==> config.mk <==
export PLATFORM = sky130hd
export DESIGN_NAME = cdc_4phase_rx
export DESIGN_NICKNAME = d
export VERILOG_FILES = /design/src/rtl/cdc_hs_pkg.sv /design/src/rtl/cdc_sync_bit.sv /design/src/rtl/cdc_4phase_rx.sv
export SDC_FILE = /design/constraint.sdc
export NUM_CORES = 1
export LEC_CHECK = 0
export ABC_AREA = 0
export BUFFER_PORTS_ARGS = -buffer_cell sky130_fd_sc_hd__buf_2
export CAP_MARGIN = 20
export CORE_MARGIN = 2
export CORE_UTILIZATION = 54
export CTS_CLUSTER_SIZE = 14
export DETAILED_ROUTE_END_ITERATION = 8
export PLACE_DENSITY = 0.87
export SLEW_MARGIN = 20
export SYNTH_ARGS = -nofsm -noshare
export SYNTH_HDL_FRONTEND = slang
export SYNTH_HIERARCHICAL = 1
export SYNTH_SLANG_ARGS = --single-unit
==> constraint.sdc <==
create_clock -name o_clk -period 2.6 [get_ports o_clk]
set_input_delay 0.13 -clock o_clk [delete_from_list [all_inputs] [get_ports o_clk]]
set_output_delay 0.13 -clock o_clk [all_outputs]
set_load 0.005 [all_outputs]
==> src/rtl/cdc_hs_pkg.sv <==
// cdc_hs_pkg: shared types and constants for the 4-phase req/ack clock-crossing blocks
//   hs_state_t          : receive/send handshake FSM state encoding
//   sync_stages_default : default synchroniser depth, common to both sides
package cdc_hs_pkg;
   typedef enum logic [1:0] {
      IDLE = 2'b00,
      ACK  = 2'b01
   } hs_state_t;
   localparam int sync_stages_default = 2;
endpackage

==> src/rtl/cdc_sync_bit.sv <==
// cdc_sync_bit: N-flop single-bit synchroniser, reset to 0
//   clk : destination clock
//   rst : synchronous active-high reset
//   d   : asynchronous input bit
//   q   : synchronised output (last flop of the chain)
module cdc_sync_bit #(
   parameter int stages = 2
) (
   input  logic clk,
   input  logic rst,
   input  logic d,
   output logic q
);
   logic [stages-1:0] ff;
   always_ff @(posedge clk)
      if (rst) ff <= '0;
      else     ff <= {ff[stages-2:0], d};
   assign q = ff[stages-1];
endmodule

==> src/rtl/cdc_4phase_rx.sv <==
// cdc_4phase_rx: receive endpoint of a 4-phase req/ack bundled-data handshake
//   o_clk, o_rst : destination clock and synchronous active-high reset
//   i_req        : asynchronous request from sender
//   i_data       : bundled data, stable while i_req is high and unacked
//   o_ack        : registered acknowledge back to sender
//   o_data       : FIFO head word (show-ahead)
//   o_valid      : FIFO non-empty
//   i_ready      : downstream accepts head word when o_valid & i_ready
//   o_level      : FIFO occupancy
module cdc_4phase_rx
   import cdc_hs_pkg::*;
#(
   parameter int data_width  = 8,
   parameter int sync_stages = sync_stages_default,
   parameter int fifo_depth  = 2
) (
   input  logic                          o_clk,
   input  logic                          o_rst,
   input  logic                          i_req,
   input  logic [data_width-1:0]         i_data,
   output logic                          o_ack,
   output logic [data_width-1:0]         o_data,
   output logic                          o_valid,
   input  logic                          i_ready,
   output logic [$clog2(fifo_depth):0]   o_level
);
   localparam int aw = $clog2(fifo_depth);
   localparam int lw = aw + 1;

   logic                  req_s;
   hs_state_t             state, state_n;
   logic                  wr, rd, full;
   logic [aw-1:0]         wptr, rptr;
   logic [data_width-1:0] mem [fifo_depth];

   cdc_sync_bit #(.stages(sync_stages)) u_req_sync (
      .clk (o_clk),
      .rst (o_rst),
      .d   (i_req),
      .q   (req_s)
   );

   assign full    = o_level == lw'(fifo_depth);
   assign o_valid = o_level != '0;
   assign rd      = o_valid & i_ready;
   assign o_data  = mem[rptr];

   // Capture only on the IDLE->ACK edge, so one word per req pulse; full is
   // taken from the start of the cycle, a same-cycle read does not unblock it.
   always_comb begin
      wr      = 1'b0;
      state_n = IDLE;
      wr      = (state == IDLE) & req_s & ~full;
      state_n = (state == IDLE) ? (wr ? ACK : IDLE) :
                (state == ACK)  ? (req_s ? ACK : IDLE) : IDLE;
   end

   // o_ack is registered from the next state so it tracks state==ACK glitch-free.
   always_ff @(posedge o_clk)
      if (o_rst) begin
         state <= IDLE;
         o_ack <= 1'b0;
      end else begin
         state <= state_n;
         o_ack <= state_n == ACK;
      end

   always_ff @(posedge o_clk)
      if (o_rst) begin
         wptr    <= '0;
         rptr    <= '0;
         o_level <= '0;
      end else begin
         if (wr) wptr <= wptr + 1'b1;
         if (rd) rptr <= rptr + 1'b1;
         o_level <= o_level + lw'(wr) - lw'(rd);
      end

   always_ff @(posedge o_clk)
      if (wr) mem[wptr] <= i_data;
endmodule
=== After elaboration in Yosys (flattened, before gate mapping) ===
Memories as Yosys holds them, arrays and structs flattened. A register that Yosys moved wholly into a read port is not among the register bits.
Cells that the tools add are included.

* Register bits: 9
* Bits in writable memories: 16
* Input bits: 12
* Output and inout bits: 12
* Word-level logic and storage cells: 28
* Memories: 1

{| class="wikitable"
|+ Memory list
! name !! words !! bits a word !! read ports !! clocked after memory_dff !! write ports !! RTL line !! text
|-
| mem || 2 || 8 || 1 || 1 || 1 || cdc_4phase_rx.sv:34 || <nowiki>logic [data_width-1:0] mem [fifo_depth];</nowiki>
|}

* $add $sub $neg: 4
* Eq/ne operators: 3
* Multiplexer cells: 8
* Bitwise operators: 4
* Reduce and logical (&&, ||, !) cells: 2

{| class="wikitable"
|+ Operators with widths
! operator !! number
|-
| $mux 1 || 8
|-
| $and 1x1->1 || 3
|-
| $add 1x1->1 const B || 2
|-
| $add 2x1->2 || 1
|-
| $eq 2x1->1 const B || 1
|-
| $eq 2x2->1 const B || 1
|-
| $logic_not 2->1 || 1
|-
| $reduce_bool 2->1 || 1
|-
| $sub 2x1->2 || 1
|-
| $eq 1x1->1 const B || 1
|-
| $not 1->1 || 1
|}

=== Depth between registers and ports, before layout ===
* Word-level depth: 6
* Mapped depth: 6
* Depth with buffers taken out: 6

=== Modules after synthesis ===
Netlist, hierarchy kept.

{| class="wikitable"
|+ Modules (own cells, without submodules)
! module !! times used !! cells each !! area an instance (sq um) !! seq. area each (sq um)
|-
| cdc_4phase_rx || 1 || 55 || 887.1 || 600.6
|-
| cdc_sync_bit || 1 || 4 || 52.6 || 40.0
|}

=== Least setup slack after synthesis ===
No wires, ideal clock.

* Kind: register to register
* Start: register o_level[0]
* End: memory mem[0][0] (enable)
* Library setup time: 373 ps
* Arrival: 1153 ps
* Required time: 2227 ps
* Path slack: 1074 ps
* Stages on the path, launching flop included: 4
* Buffers on the path: 0
* Clock period less this slack: 1526 ps
* Cell sequence: dfxtp_1 > inv_1 > a21oi_2 > nor2b_1

* Word-level cells in the longest chain between the ends: 5

{| class="wikitable"
|+ Ends and longest elaborated chain
! element !! RTL line !! text
|-
| start, declared || cdc_4phase_rx.sv:25 || <nowiki>output logic [$clog2(fifo_depth):0] o_level</nowiki>
|-
| start signal, assigned || cdc_4phase_rx.sv:76 || <nowiki>o_level <= o_level + lw'(wr) - lw'(rd);</nowiki>
|-
| $eq 2x2->1 || cdc_4phase_rx.sv:43 || <nowiki>assign full = o_level == lw'(fifo_depth);</nowiki>
|-
| $not 1->1 || cdc_4phase_rx.sv:53 || <nowiki>wr = (state == IDLE) & req_s & ~full;</nowiki>
|-
| $and 1x1->1 || cdc_4phase_rx.sv:53 ||
|-
| $mux 1 || cdc_4phase_rx.sv:80 || <nowiki>if (wr) mem[wptr] <= i_data;</nowiki>
|-
| $mux 1 (not written as such) || cdc_4phase_rx.sv:80 ||
|-
| end, declared || cdc_4phase_rx.sv:34 ||
|}

Every way passes these cells.

=== Final worst setup path ===
* Start: register o_level[0]
* End: memory mem[0][3] (enable)

Same word-level chain as after synthesis.

==> summary.txt <==
Worst setup path
  – Critical Path Source Type: flop
  – Endpoint class of the critical path: flop
  – CP Class: reg2reg
  – WP buf/inv: 1
  – Top delay family on crit path: simple AND/OR/NAND/NOR gates
  – Crit-path cells: inv_1 > a21oi_2 > nor2b_1
  – Worst path required time: 2.56 ns
  – Slowest cell delay on critical path: 0.58 ns
  – Slowest CP cell: nor2b_1
  – Crit-path max FO: 8
  – R2R setup slack: 0.90 ns
  – Crit path DAT: roughly 1.7 ns

Floorplanning
  – Vert. Die Dim: 45.7 um
  – Core area: 0.00169 mm2
  – Top Ports: 24
  – Die width: 45.7 um
  – Initial cell density of the core: 55.6%
  – Die Footprint: roughly 0.0021 mm2
  – Std cell rows: 15

Global routing
  – GR Overflow Total: 0
  – Vias in the first global route: 555
  – GRT Resource Usage Total: 16.5%
  – Initial antenna violation count: 0
  – First-pass GRT wire length: around 2300 um
  – Largest net degree at the start of global routing: 15

Layout
  – Nets: 107
  – N_diodes: 0
  – Layout area overhead: 28.1%
  – Share of layout cells above drive strength 1: between 40 and 50%

Synth
  – Post-Syn Area: 940 um2
  – Number of synthesized register bits: 24
  – Synth cell types: 21
  – Post-Syn Area per Cell: 15.9 um2
  – Post-synth EDFFs: 16
  – Yosys Warn Count: 6
  – Async S/R FF share, synth: 0%
  – Dominant cell type by area after synthesis: edfxtp_1
  – Most common cell in the netlist: edfxtp_1
  – Yosys top cell area share: 51.1%
  – Prevailing post-synth register cell: edfxtp_1
  – Sequential share of the synthesized area: 68.2%
  – Top cells by instance count after synthesis: edfxtp_1 (16), dfxtp_1 (8), mux2_2 (8), nor2b_1 (5), nor2_1 (4)
  – Synth top area cells: edfxtp_1 (51%), dfxtp_1 (17%), mux2_2 (9.6%)
  – Syn_nets: slightly above 70
  – Syn Inst Count: 59

STA
  – Worst rel slew slack: 55.9%
  – Achievable clock frequency: just under 600 MHz
  – Setup Skew: between 0.008 and 0.009 ns
  – Worst-Margin Slew: approximately 0.66 ns
  – Fin Hold WS: 0.0223 ns
  – Fin Setup TNS: 0 ns
  – Setup violators final: 0
  – Final Hold Fails: 0
  – Fin crit period: 1.70 ns
  – RSZ-0062 raised after global routing: false
  – Final Max Slew Viols: 0
  – Fin crit share: 65.5%

Drt
  – # DRC: 0
  – Avg Vias per Cell: 5.25
  – Via count of the routed design: 577
  – Starting DRT DRC Count: 7
  – WL per Instance: ~14 um
  – Number of iterations in the first detailed-routing pass: 4
  – DRT Wirelength: 1540 um
  – Antenna Nets Post-Route: 0

Clock tree
  – CTS HTree Levels: 1
  – Root buf cell: clkbuf_4
  – CTS tree: done
  – Clock Latency Late Sink: 0.32 ns
  – Clock Sinks: 24
  – CTS buffer count: 3
  – Post_cts resized: 0
  – Post-cts hold buffer count: 7
  – Register clock-pin slew on the reported worst setup and hold paths: 0.12 ns
  – Post-CTS setup buffer count: 0
  – CTS Buffer Depth: 2

Placed design
  – Post-DP HPWL: 994 um
  – Port bufs: 23
  – Placer congestion estimate: roughly 0.81

Power
  – Power density over the cells: a little over 700 mW/mm2
  – Internal power: 0.671 mW
  – Clock share of power: 30.6%
  – Sequential share of power: 52.8%
  – Sw Pwr: 0.197 mW
  – Leakage: between 0.4 and 0.5 nW
  – Peak supply drop: 489 uV
  – Power share of the combinational group: about 17%
  – Sw Ratio: 22.7%

Min path
  – Worst hold path type: in2reg

Run status
  – Status: finished, final reports clean

Run
  – Max-cap violations: 0
## cells by family after synthesis
| kind of cell | count (synthesis) | share of synthesized area, % |
|---|---|---|
| flops | 24 | 68.2 |
| simple gates | 14 | 8.79 |
| mux | 9 | 11.2 |
| compound gates | 4 | 5.19 |
| buf+inv | 4 | 1.73 |
| xor+xnor | 3 | 3.60 |
| fa+ha+maj | 1 | 1.33 |
## area by class of cell
cell class / count / area, um2
Timing Repair Buffer: 31 / 195
Inverter: 3 / 11.3
Multi-Input combinational cell: 31 / 283
Clock buffer: 3 / 22.5
Tap cell: 17 / 21.3
Sequential cell: 24 / 641
Fill cell: 125 / 485
Clock inverter: 1 / 30.0
## worst reg2reg max path, stage by stage (launching register included)
cell,delay (ns)
dfxtp_1,0.46
inv_1,0.10
a21oi_2,0.22
nor2b_1,0.58
## layer usage
layer,vias up,wire [um],track usage (%)
met2,18,775,28.5
met4,0,55,11.4
met5,-,0,0
met1,273,638,17.0
met3,8,66,4.76
li1,278,-,-
## stage by stage
stage / cells / utilization, % / setup WS (ns) / instance area (um2) / total power, mW
after floorplan: 59 / - / 1.07 / 940 / 0.548
after global placement: 98 / 63.4 / 0.979 / 1070 / 0.596
after detailed placement: 98 / 63.4 / 0.890 / 1070 / 0.599
after CTS: 109 / 70.7 / 0.873 / 1190 / 0.869
after global routing: 110 / 71.3 / 0.716 / 1200 / 0.908
final: 110 / 71.3 / 0.898 / 1200 / 0.867
## power by group through the flow
stage	registers, mW	clock network [mW]	logic (mW)
2_1_floorplan	0.455	0	0.0930
3_3_place_gp	0.465	0	0.131
3_5_place_dp	0.466	0	0.133
4_1_cts	0.458	0.269	0.143
5_1_grt	0.461	0.289	0.158
6_report	0.458	0.265	0.144
## cells in the final DEF, fill, tap and decap left out
master and n:
inv_1 2, dlygate4sd3_1 8, ha_1 1, or2_1 1, o22ai_2 1, mux2_2 8, a41oi_2 1, nor2b_1 5
nand2_2 1, xnor2_1 2, a21oi_2 1, and2_1 1, inv_2 1, dfxtp_1 8, xor2_2 1, mux2_4 1
edfxtp_1 16, nand2_1 1, bufinv_16 1, clkbuf_4 3, o311a_2 1, nor2_1 4, buf_2 23, nand2b_4 1
## sequential cells by signal, indices dropped and copies added (netlist names), named ones only
signal and flops:
wptr 1, mem 16, state 1, u_req_sync/ff 2, o_level 2, rptr 1
## final timing paths
kind,endpoint,cells past startpoint,start
setup reg to reg,mem[0][3],3,o_level[0]
hold reg to reg,u_req_sync/ff[1],1,u_req_sync/ff[0]
setup / recovery,mem[0][3],3,o_level[0]
hold / removal,u_req_sync/ff[0],2,i_req
No activity file was read; power rests on OpenSTA's default activity.
